## src/rtl/render_scheduler_pkg.sv

```systemverilog
// Shared types and defaults for the per-frame render sequencer.
package render_scheduler_pkg;

    // Frame sequencer states, in the order a frame walks through them.
    typedef enum logic [2:0] {
        IDLE,
        CLEAR,
        FETCH,
        WAIT_RD,
        ISSUE,
        GAP,
        DRAIN,
        DONE
    } state_t;

    // One particle BRAM word: {f_x, f_y, f_z}, x in the top 16 bits.
    typedef struct packed {
        logic [15:0] x;
        logic [15:0] y;
        logic [15:0] z;
    } particle_t;

    localparam int unsigned DEFAULT_WIDTH    = 320;
    localparam int unsigned DEFAULT_HEIGHT   = 180;
    localparam logic [15:0] DEFAULT_BG_COLOR = 16'h0000;

    // Number of framebuffer pixels the clear engine must cover.
    function automatic int unsigned fb_pixels(input int unsigned w, input int unsigned h);
        return w * h;
    endfunction

endpackage

```

## src/rtl/render_scheduler_fb_write_arbiter.sv

```systemverilog
// Fixed-priority 2:1 framebuffer write mux: render pixels always win,
// the clear engine only writes (and advances) when granted.
module fb_write_arbiter (
    input  logic        render_req_i,
    input  logic [15:0] render_addr_i,
    input  logic [15:0] render_data_i,
    input  logic        clear_req_i,
    input  logic [15:0] clear_addr_i,
    input  logic [15:0] clear_data_i,
    output logic        clear_gnt_o,
    output logic        fb_we_o,
    output logic [15:0] fb_addr_o,
    output logic [15:0] fb_data_o
);

    // Select the write source for this cycle; render is never dropped.
    always_comb begin
        clear_gnt_o = 1'b0;
        fb_we_o     = 1'b0;
        fb_addr_o   = '0;
        fb_data_o   = '0;
        if (render_req_i) begin
            fb_we_o   = 1'b1;
            fb_addr_o = render_addr_i;
            fb_data_o = render_data_i;
        end else if (clear_req_i) begin
            clear_gnt_o = 1'b1;
            fb_we_o     = 1'b1;
            fb_addr_o   = clear_addr_i;
            fb_data_o   = clear_data_i;
        end
    end

endmodule

```

## src/rtl/render_scheduler.sv

```systemverilog
// Per-frame sequencer: clear the framebuffer, stream particles from BRAM
// into the renderer over valid/ready, wait for the pipeline to go quiet,
// then pulse frame_done. Also owns the single framebuffer write port.
module render_scheduler
    import render_scheduler_pkg::*;
#(
    parameter int unsigned WIDTH        = DEFAULT_WIDTH,
    parameter int unsigned HEIGHT       = DEFAULT_HEIGHT,
    parameter int unsigned PMEM_LATENCY = 2,
    parameter int unsigned ISSUE_GAP    = 2,
    parameter int unsigned DRAIN_CYCLES = 64,
    parameter logic [15:0] BG_COLOR     = DEFAULT_BG_COLOR
) (
    input  logic        clk_in,
    input  logic        rst_in,
    input  logic        frame_start_in,
    input  logic [15:0] particle_count_in,
    output logic [15:0] pmem_addr_out,
    input  logic [47:0] pmem_data_in,
    output logic [15:0] render_x_out,
    output logic [15:0] render_y_out,
    output logic [15:0] render_z_out,
    output logic        render_valid_out,
    input  logic        render_ready_in,
    input  logic        render_pixel_valid_in,
    input  logic [15:0] render_addr_in,
    input  logic [15:0] render_color_in,
    output logic        fb_we_out,
    output logic [15:0] fb_addr_out,
    output logic [15:0] fb_data_out,
    output logic        busy_out,
    output logic        frame_done_out
);

    localparam int unsigned FB_PIXELS  = fb_pixels(WIDTH, HEIGHT);
    // A zero gap would skip the GAP state's own cycle; treat it as one.
    localparam int unsigned GAP_CYCLES = (ISSUE_GAP < 1) ? 1 : ISSUE_GAP;
    localparam logic [15:0] LAST_CLR   = 16'(FB_PIXELS - 1);
    localparam logic [15:0] RD_LAST    = 16'(PMEM_LATENCY);
    localparam logic [15:0] GAP_LAST   = 16'(GAP_CYCLES - 1);
    localparam logic [15:0] DRAIN_LAST = 16'(DRAIN_CYCLES - 1);

    state_t      state_q, state_d;
    logic [15:0] count_q, count_d;
    logic [15:0] idx_q, idx_d;
    logic [15:0] clr_addr_q, clr_addr_d;
    // Shared cycle counter: read latency in WAIT_RD, gap in GAP, quiet run in DRAIN.
    logic [15:0] timer_q, timer_d;
    logic [15:0] pmem_addr_q, pmem_addr_d;
    particle_t   pos_q, pos_d;
    logic        valid_q, valid_d;

    particle_t   rd_word;
    logic        clear_req;
    logic        clear_gnt;

    assign rd_word   = pmem_data_in;
    assign clear_req = (state_q == CLEAR);

    fb_write_arbiter u_fb_arb (
        .render_req_i  (render_pixel_valid_in),
        .render_addr_i (render_addr_in),
        .render_data_i (render_color_in),
        .clear_req_i   (clear_req),
        .clear_addr_i  (clr_addr_q),
        .clear_data_i  (BG_COLOR),
        .clear_gnt_o   (clear_gnt),
        .fb_we_o       (fb_we_out),
        .fb_addr_o     (fb_addr_out),
        .fb_data_o     (fb_data_out)
    );

    // Next-state and datapath updates for the frame sequencer.
    always_comb begin
        state_d     = state_q;
        count_d     = count_q;
        idx_d       = idx_q;
        clr_addr_d  = clr_addr_q;
        timer_d     = timer_q;
        pmem_addr_d = pmem_addr_q;
        pos_d       = pos_q;
        valid_d     = valid_q;
        case (state_q)
            IDLE: begin
                if (frame_start_in) begin
                    count_d    = particle_count_in;
                    clr_addr_d = '0;
                    idx_d      = '0;
                    state_d    = CLEAR;
                end
            end
            CLEAR: begin
                // Address only advances on cycles the arbiter gave to the clear engine.
                if (clear_gnt) begin
                    if (clr_addr_q == LAST_CLR) begin
                        timer_d = '0;
                        state_d = (count_q != '0) ? FETCH : DRAIN;
                    end else begin
                        clr_addr_d = clr_addr_q + 16'd1;
                    end
                end
            end
            FETCH: begin
                pmem_addr_d = idx_q;
                timer_d     = '0;
                state_d     = WAIT_RD;
            end
            WAIT_RD: begin
                // Address became visible on entry, so data lands PMEM_LATENCY cycles later.
                if (timer_q == RD_LAST) begin
                    pos_d   = rd_word;
                    valid_d = 1'b1;
                    state_d = ISSUE;
                end else begin
                    timer_d = timer_q + 16'd1;
                end
            end
            ISSUE: begin
                if (valid_q && render_ready_in) begin
                    valid_d = 1'b0;
                    idx_d   = idx_q + 16'd1;
                    timer_d = '0;
                    state_d = GAP;
                end
            end
            GAP: begin
                // Ready is ignored here: the renderer's ready may still read high from the last transfer.
                if (timer_q == GAP_LAST) begin
                    timer_d = '0;
                    state_d = (idx_q == count_q) ? DRAIN : FETCH;
                end else begin
                    timer_d = timer_q + 16'd1;
                end
            end
            DRAIN: begin
                if (!render_pixel_valid_in && render_ready_in) begin
                    if (timer_q == DRAIN_LAST) begin
                        state_d = DONE;
                    end else begin
                        timer_d = timer_q + 16'd1;
                    end
                end else begin
                    timer_d = '0;
                end
            end
            DONE: begin
                state_d = IDLE;
            end
            default: begin
                state_d = IDLE;
            end
        endcase
    end

    // State and datapath registers; reset aborts any frame in flight.
    always_ff @(posedge clk_in or posedge rst_in) begin
        if (rst_in) begin
            state_q     <= IDLE;
            count_q     <= '0;
            idx_q       <= '0;
            clr_addr_q  <= '0;
            timer_q     <= '0;
            pmem_addr_q <= '0;
            pos_q       <= '0;
            valid_q     <= 1'b0;
        end else begin
            state_q     <= state_d;
            count_q     <= count_d;
            idx_q       <= idx_d;
            clr_addr_q  <= clr_addr_d;
            timer_q     <= timer_d;
            pmem_addr_q <= pmem_addr_d;
            pos_q       <= pos_d;
            valid_q     <= valid_d;
        end
    end

    assign pmem_addr_out    = pmem_addr_q;
    assign render_x_out     = pos_q.x;
    assign render_y_out     = pos_q.y;
    assign render_z_out     = pos_q.z;
    assign render_valid_out = valid_q;
    assign busy_out         = (state_q != IDLE);
    assign frame_done_out   = (state_q == DONE);

endmodule

```

## config.mk

```make
export PLATFORM = sky130hd
export DESIGN_NAME = render_scheduler
export DESIGN_NICKNAME = d
export VERILOG_FILES = /design/src/rtl/render_scheduler_pkg.sv /design/src/rtl/render_scheduler_fb_write_arbiter.sv /design/src/rtl/render_scheduler.sv
export SDC_FILE = /design/constraint.sdc
export NUM_CORES = 1
export LEC_CHECK = 0
export BUFFER_PORTS_ARGS = -buffer_cell sky130_fd_sc_hd__buf_2
export CAP_MARGIN = 25
export CORE_ASPECT_RATIO = 2
export CORE_MARGIN = 1.5
export CORE_UTILIZATION = 55
export CTS_CLUSTER_DIAMETER = 40
export DETAILED_ROUTE_END_ITERATION = 8
export PLACE_DENSITY_LB_ADDON = 0.1
export SYNTH_ARGS = -nofsm -noshare
export SYNTH_HDL_FRONTEND = slang
export SYNTH_SLANG_ARGS = --single-unit
export TNS_END_PERCENT = 20
```

## constraint.sdc

```tcl
create_clock -name clk_in -period 12.68 [get_ports clk_in]
set_input_delay 2.536 -clock clk_in [delete_from_list [all_inputs] [get_ports clk_in]]
set_output_delay 2.536 -clock clk_in [all_outputs]
set_load 0.005 [all_outputs]
```

Yosys cells after proc, flatten, opt, wreduce, memory -nomap -nowiden
Cells that the tools add are included.

Multiplexer cells: 34. Reduce and logical (&&, ||, !) cells: 17. Equal/unequal tests: 23. Add/sub/neg operators: 3.

Operator list (number): $mux W16 (14); $pmux W16 S6 (1); $pmux W16 S2 (2); $add A16 B1 Y16 const B (3); $mux W3 (10); $pmux W3 S8 (1); $eq A16 B1 Y1 const B (1); $eq A16 B16 Y1 (1); $eq A16 B16 Y1 const B (1); $eq A16 B2 Y1 const B (1); $eq A16 B6 Y1 const B (1); $ne A2 B2 Y1 const B (8); $reduce_bool A16 Y1 (1); $eq A3 B3 Y1 const B (4); $reduce_and A8 Y1 (1); $eq A3 B2 Y1 const B (2); $reduce_and A3 Y1 (2); $reduce_and A6 Y1 (1); $reduce_bool A2 Y1 (3); $reduce_bool A6 Y1 (1); $mux W1 (5); $ne A2 B1 Y1 const B (2); $reduce_and A2 Y1 (2); $reduce_and A4 Y1 (1); 7 further kinds (8).

Flip-flop bits (word level): 132. Input port bits: 101. Output and inout bits: 100. Logic and storage cells: 87.

Logic depth before layout (Yosys ltp)
Gate-level depths: netlist of the first run.

Depth after elaboration: 5. Mapped depth: 9. Gate-level depth less buffers: 7.

By module
From an unflattened synthesis of the first run, not the netlist that was laid out.

Cells, all modules: 571. Area, all modules: 6414.9 um^2.

By module, submodules not included: render_scheduler (seq. area each 3303.2 um^2, area an instance 6045.8 um^2, cells each 526, times used 1); fb_write_arbiter (seq. area each 0.0 um^2, area an instance 369.1 um^2, cells each 45, times used 1).

Worst setup path after synthesis of the first run
No wires, ideal clock.

Kind: input to output. Start point: in render_pixel_valid_in. End point: out fb_addr_out[10]. Buffers on the path: 2. Stages on the path: 4. Slack: 6.963 ns. Arrival time: 3.181 ns. Data required time: 10.144 ns. Cells stage by stage: clkbuf_1 clkbuf_1 nand2_1 o21ai_0.

Cells in the longest elaborated chain, start to end: 1.

RTL lines: start, declared (line render_scheduler.sv:25) `input logic render_pixel_valid_in,`; $mux W16 (line render_scheduler_fb_write_arbiter.sv:22) `if (render_req_i) begin`; end, declared (line render_scheduler.sv:29) `output logic [15:0] fb_addr_out,`.

No other way between the ends.

Worst setup path after layout of the first run
Start point: in render_pixel_valid_in. End point: out fb_addr_out[0].

The elaborated chain is that of the path after synthesis.

==> flow_summary.ini, run 1 <==
[synth]
synthAdderAreaFrac_pct = 0.9425
syn_nets = 751
synth_area_leaders = dfrtp_1, mux2_2, nand2_1
synth_top_family_by_area = simple AND/OR/NAND/NOR gates
synth_top_area_share_pct = 49.76
synth_flop_cell = dfrtp_1
syn_avg_cell_area_um2 = 10.29
synth_top_area_cell = dfrtp_1
synth_xor_xnor_area_share_pct = 4.486
synthMuxAreaShare_pct = 11.33
synth_edf_count = 0
ys_warn_count = 0
synth-simple-area-share_pct = 19.85
synth_seq_area_share_pct = 49.76
synth-seq-cells = 132
ys_types = 63
synth-compound-area-share_pct = 10.61
async_flop_share_pct = 100.0
syn_area_um2 = 6638
syn-instance-count = 645

[placed_design]
dpl.hpwl_mm = 12.30
routabilityCongestion = 0.8413
portBuffers = 200

[die]
initial_utilization_pct = 56.39
dieArea_um2 = 12780
ios = 201
row_count = 56
core_um2 = 11770
die_x_um = 80.68
die_h_um = 158.4

[sta]
setup_tns_ps = 0
fmax_mhz = 166.1
hold_violations = 0
maxSlewViolCount = 0
setup_viol = 0
fin_crit_ps = 6020
rsz0062_at_grt = false
worst_slew_pin_slew_ps = 1057
finClkSkew_ps = 12.20
relSlewSlack_pct = 29.13
min_period_over_period_pct = 47.48

[clock_tree]
cts_resized = 0
clock_latency_ps = 420
post-cts-setup-buffer-count = 0
htreeDepth = 4
clock-sinks = 132
cts_made_buffers = 17
cts_tree = yes
path_clk_slew_ps = 60
cts_hold_buf = 0
clock-root-buffer = clkbuf_16
cts.path.max_buffers = 2

[detailed_routing]
initialDrtViolationCount = 279
vias_per_cell = 5.596
drc_errors = 1
ant_nets = 0
vias = 5568
wire_per_inst_um = 16.85
drt_pre_antenna_iters = 6
wl_mm = 16.76

[global_route]
antenna_found_initial = 0
grt_pass1_vias = 5427
grt_pass1_wl_mm = 25.86
grt_max_degree = 86
track_usage_pct = 26.68
grt_overflow = 0

[critical_path]
cp-start-kind = primary input
crit_required_ps = 10140
rr_endpoint = render_x_out[10]
r2r_slack_ps = 9880
arrival_ps = 3480
critical_path_class = primary input to output port
worst-path-max-fanout = 52
worstReg2RegStart = timer_q[4]
r2r_cells = 5
endpoint_kind = output port

[run_status]
run_status = finished, violations left
violations = DRC

[cells_and_area]
drive_gt1_share_pct = 37.29
syn_to_final_growth_pct = 25.94
final_nets = 943
diodes = 0

[power]
power_density_nw_per_um2 = 191.2
power_w = 0.001598
p_leak_nw = 4.286
ir_worst_vdd_v = 0.0001380

[min_path]
hp-start = render_z_out[6]
hp-class = flop to flop
worstHoldPathCells = 1
hold_end = render_z_out[6]

[run]
max_cap_violations = 0
==> cell type report <==
type | count | area (µm²)
Clock inverter | 14 | 176.4
Multi-Input combinational cell | 467 | 3152
Sequential cell | 132 | 3303
Tap cell | 145 | 181.4
Inverter | 12 | 47.55
Clock buffer | 18 | 429.2
Fill cell | 904 | 3412
Timing Repair Buffer | 207 | 1070
==> power by group <==
part | leakage (nW) | total [W] | internal [W] | switching, W
Sequential | 1.78 | 0.000614 | 0.000518 | 0.0000959
Clock | 0.292 | 0.000500 | 0.000312 | 0.000189
Combinational | 2.22 | 0.000484 | 0.000232 | 0.000252
==> placed cells by master, fill, tap and decap left out, drive strengths merged, types with 7 or more instances in the layout <==
cell	netlist	layout
a211o	11	11
nor2	45	45
and2	17	17
or3	8	8
clkbuf	22	18
xor2	11	11
mux2	65	65
o21ai	31	31
dfrtp	132	132
nand4	14	14
a22o	11	11
xnor2	23	23
nand3	14	14
a21oi	9	9
inv	12	16
nor3	7	7
buf	12	207
nand2	107	107
nor4	9	9
==> synth_stat cells (3+ instances only) <==
cell type / number
a21oi_1: 9
inv_1: 12
buf_2: 7
o21ai_0: 28
nand4_1: 14
a211oi_1: 4
ha_1: 5
clkbuf_1: 22
nand2_1: 107
and2_1: 17
and3_1: 5
mux2_1: 9
a41o_1: 4
or4_1: 5
a211o_1: 11
nor2_1: 44
nand2b_1: 5
a31o_2: 4
nor4_1: 8
a31oi_1: 5
nor3b_1: 3
or2_2: 4
xor2_1: 11
mux2_2: 56
nor3_1: 7
a22o_1: 11
or3_1: 8
dfrtp_1: 132
nor2b_1: 4
xnor2_1: 23
nand3_1: 14
a2111oi_0: 4
and4_1: 4
==> cells by family (layout without fill, tap and decap cells) <==
group | after synthesis | count (layout)
AO/OA/AOI/OAI | 97 | 97
XOR/XNOR | 34 | 34
buffers and inverters | 46 | 251
multiplexers | 67 | 67
AND/OR/NAND/NOR | 264 | 264
adder cells (fa/ha/maj) | 5 | 5
flip-flops | 132 | 132
==> worst max path at each step <==
stage / start / end / cells after the start
2_1_floorplan: rst_in / clr_addr_q[0] / 1
3_3_place_gp: render_pixel_valid_in / fb_addr_out[0] / 3
5_1_grt: render_pixel_valid_in / fb_addr_out[0] / 3
6_report: render_pixel_valid_in / fb_addr_out[0] / 3
3_5_place_dp: render_pixel_valid_in / fb_addr_out[0] / 3
4_1_cts: render_pixel_valid_in / fb_addr_out[0] / 3
==> worst max-delay path, stage by stage <==
cell     delay, ps
buf_2          550
o21ai_0        210
buf_2          170
==> flip-flops by register name, summed over array words and instances, names as in the netlist <==
name	flops
pmem_addr_out	16
timer_q	16
render_x_out	16
render_z_out	16
idx_q	16
state_q	3
render_y_out	16
render_valid_out	1
count_q	16
clr_addr_q	16
==> through the flow <==
| stage | instances | cell area (µm²) | setup slack [ps] | utilization [%] | hold WS [ps] |
|---|---|---|---|---|---|
| after floorplan | 645 | 6638 | 6618 | - | 482.8 |
| after global placement | 961 | 7722 | 6746 | 65.60 | 462.2 |
| after detailed placement | 962 | 7734 | 6653 | 65.70 | 477.3 |
| after CTS | 994 | 8339 | 6655 | 70.84 | 491.0 |
| after global routing | 995 | 8359 | 6519 | 71.01 | 512.4 |
| final | 995 | 8359 | 6660 | 71.01 | 488.5 |
==> metal layers <==
metal	vias up	track usage, %	share of wire (%)
li1	2676	-	-
met1	2677	27.51	37
met2	171	49.70	55
met3	44	4.413	4.0
met4	0	14.61	4.1
met5	-	0	0
(Power assumes the default switching activity.)
==> inputs of run 2 (changes only) <==
--- a/config.mk
+++ b/config.mk
@@ -5,11 +5,12 @@
 export SDC_FILE = /design/constraint.sdc
 export NUM_CORES = 1
 export LEC_CHECK = 0
+export ABC_AREA = 1
 export BUFFER_PORTS_ARGS = -buffer_cell sky130_fd_sc_hd__buf_2
 export CAP_MARGIN = 25
 export CORE_ASPECT_RATIO = 2
 export CORE_MARGIN = 1.5
-export CORE_UTILIZATION = 55
+export CORE_UTILIZATION = 48
 export CTS_CLUSTER_DIAMETER = 40
 export DETAILED_ROUTE_END_ITERATION = 8
 export PLACE_DENSITY_LB_ADDON = 0.1
==> constraint.sdc (replaced) <==
create_clock -name clk_in -period 5.44 [get_ports clk_in]
set_input_delay 1.088 -clock clk_in [delete_from_list [all_inputs] [get_ports clk_in]]
set_output_delay 1.088 -clock clk_in [all_outputs]
set_load 0.005 [all_outputs]
==> flow_summary.ini, run 2 <==
[run_status]
run_status = completed

[sta]
rsz0062_at_grt = false
relSlewSlack_pct = 32.14
hold_violations = 0
finClkSkew_ps = 9.123
setup_tns_ps = 0
fmax_mhz = 282.0
maxSlewViolCount = 0
worst_slew_pin_slew_ps = 1014
min_period_over_period_pct = 65.18
fin_crit_ps = 3546
setup_viol = 0

[synth]
syn_nets = 1010
syn-instance-count = 904
synth_edf_count = 0
synth.top_cells.by_count = nand2_1, dfrtp_1, nor2_1
syn_avg_cell_area_um2 = 8.044
synth-seq-cells = 132
async_flop_share_pct = 100.0
synth_most_common_cell = nand2_1
synth_top_area_share_pct = 45.42
ys_types = 36
ys_warn_count = 0
synth_flop_cell = dfrtp_1
synth_area_leaders = dfrtp_1, nand2_1, mux2_2
synth_top_area_cell = dfrtp_1
synth_seq_area_share_pct = 45.42
syn_area_um2 = 7272

[global_route]
grt_pass1_wl_mm = 30.99
track_usage_pct = 24.41
grt_overflow = 0
grt_pass1_vias = 6560
grt_max_degree = 62
antenna_found_initial = 0

[detailed_routing]
initialDrtViolationCount = 274
drt_pre_antenna_iters = 4
vias_per_cell = 5.141
ant_nets = 0
wl_mm = 19.02
vias = 6709
drc_errors = 0
wire_per_inst_um = 14.57

[clock_tree]
path_clk_slew_ps = 60
post-cts-setup-buffer-count = 0
cts_made_buffers = 17
cts_tree = yes
cts_resized = 0
clock_latency_ps = 420
htreeDepth = 4
clock-sinks = 132
clock-root-buffer = clkbuf_16
cts.path.max_buffers = 2
cts_hold_buf = 0

[cells_and_area]
finalNonFillerCells = 1305
layout_commonest_cell = nand2_1
drive_gt1_share_pct = 28.20
final_cell_mix = nand2_1, buf_2, dfrtp_1
final_nets = 1204
syn_to_final_growth_pct = 24.28
fillCellCount = 1367
diodes = 0
finish.utilization_pct = 60.98

[power]
p_leak_nw = 4.580
power_density_nw_per_um2 = 443.8
power_w = 0.004011
ir_worst_vdd_v = 0.0003039

[critical_path]
arrival_ps = 2460
cp-start-kind = flop
crit_required_ps = 4350
crit_chain = inv_2 > nor2_2 > inv_2 > nor2_4 > inv_1 > o31ai_1 > buf_2
endpoint_kind = output port
cpPeakStageDelay_ps = 490
worst-path-max-fanout = 27
critPathTopFamily = buffers and inverters
cp.buffers_inverters = 4
r2r_slack_ps = 2930
rr_endpoint = clr_addr_q[6]
cp_common_cell = inv_2
worstReg2RegStart = state_q[0]
crit_slowest_cell = nor2_4
critical_path_class = flop to output port
r2r_cells = 9

[die]
core_um2 = 14820
ios = 201
die_h_um = 177.1
die_x_um = 90.04
initial_utilization_pct = 49.07
row_count = 63
dieArea_um2 = 15940

[min_path]
hp-class = flop to flop
hold_end = pmem_addr_out[11]
hp-start = pmem_addr_out[11]
worstHoldPathCells = 2

[placed_design]
routabilityCongestion = 0.9141
dp_cells = 1273
portBuffers = 200
dpl.hpwl_mm = 14.11

[run]
max_cap_violations = 0
[run 2: changes by cell type after synthesis, sizes merged, moves of 14 or more]
| cell | delta |
|---|---|
| nor2 | +55 |
| nand2 | +122 |
| nor3 | +16 |
| nand3 | +81 |
| nand4 | +14 |
| inv | +83 |
| o21ai | +19 |
| xnor2 | -16 |
[run 2: per-stage QoR]
| stage | cell area [µm²] | setup slack [ps] | hold slack, ps |
|---|---|---|---|
| floorplan | 7272 | 826.0 | 476.3 |
| global placement | 8397 | 2171 | 462.4 |
| detailed placement | 8397 | 2162 | 467.1 |
| CTS | 9022 | 1850 | 481.5 |
| global route | 9037 | 1694 | 491.5 |
| finish | 9037 | 1894 | 477.0 |
[run 2: routing by layer]
metal	wire length [µm]	track usage, %
met1	7210	26.22
met2	10530	45.80
met3	756	4.210
met4	518	11.44
met5	0	0
[run 2: worst reg2reg max path, cell delays in order (launching register included)]
cell	delay, ps
dfrtp_1	450
inv_2	80
nor2_2	120
inv_2	60
nor2_4	490
nand3_1	180
nand3_1	550
inv_2	250
nand2_1	120
o21ai_0	80
[run 2: layout make-up]
| cell class | count | area [µm²] | area share (%) |
|---|---|---|---|
| clock buffers | 22 | 474.2 | 5.247 |
| clock inverters | 9 | 151.4 | 1.675 |
| inverters | 95 | 359.1 | 3.973 |
| multi-input cells | 647 | 3460 | 38.28 |
| flip-flops and latches | 132 | 3303 | 36.55 |
| well taps | 195 | 244.0 | 2.700 |
| repair buffers | 205 | 1046 | 11.57 |
[run 2: logic make-up (layout without fill, tap and decap cells)]
logic type               Yosys count  after routing  synth area share [%]
XOR/XNOR                          22             22                 2.650
multiplexers                      58             58                 9.446
AO/OA/AOI/OAI                     77             77                 5.558
flip-flops                       132            132                 45.42
adder cells (fa/ha/maj)            5              5                0.8603
AND/OR/NAND/NOR                  485            485                 29.06
buffers and inverters            125            331                 7.003
[run 2: power by group]
group	switching, W	leakage, nW	internal, W
Sequential	0.000208	1.68	0.00130
Clock	0.000421	0.306	0.000799
Combinational	0.000713	2.59	0.000570
[run 2: worst max path at each step]
| stage | startpoint | to | slack [ps] | cells past startpoint |
|---|---|---|---|---|
| floorplan | rst_in | clr_addr_q[0] | 830 | 1 |
| global placement | render_pixel_valid_in | fb_addr_out[2] | 2170 | 5 |
| detailed placement | render_pixel_valid_in | fb_addr_out[15] | 2160 | 5 |
| CTS | state_q[0] | fb_addr_out[9] | 1850 | 7 |
| global route | state_q[0] | fb_addr_out[9] | 1690 | 7 |
| finish | state_q[0] | fb_addr_out[9] | 1890 | 7 |
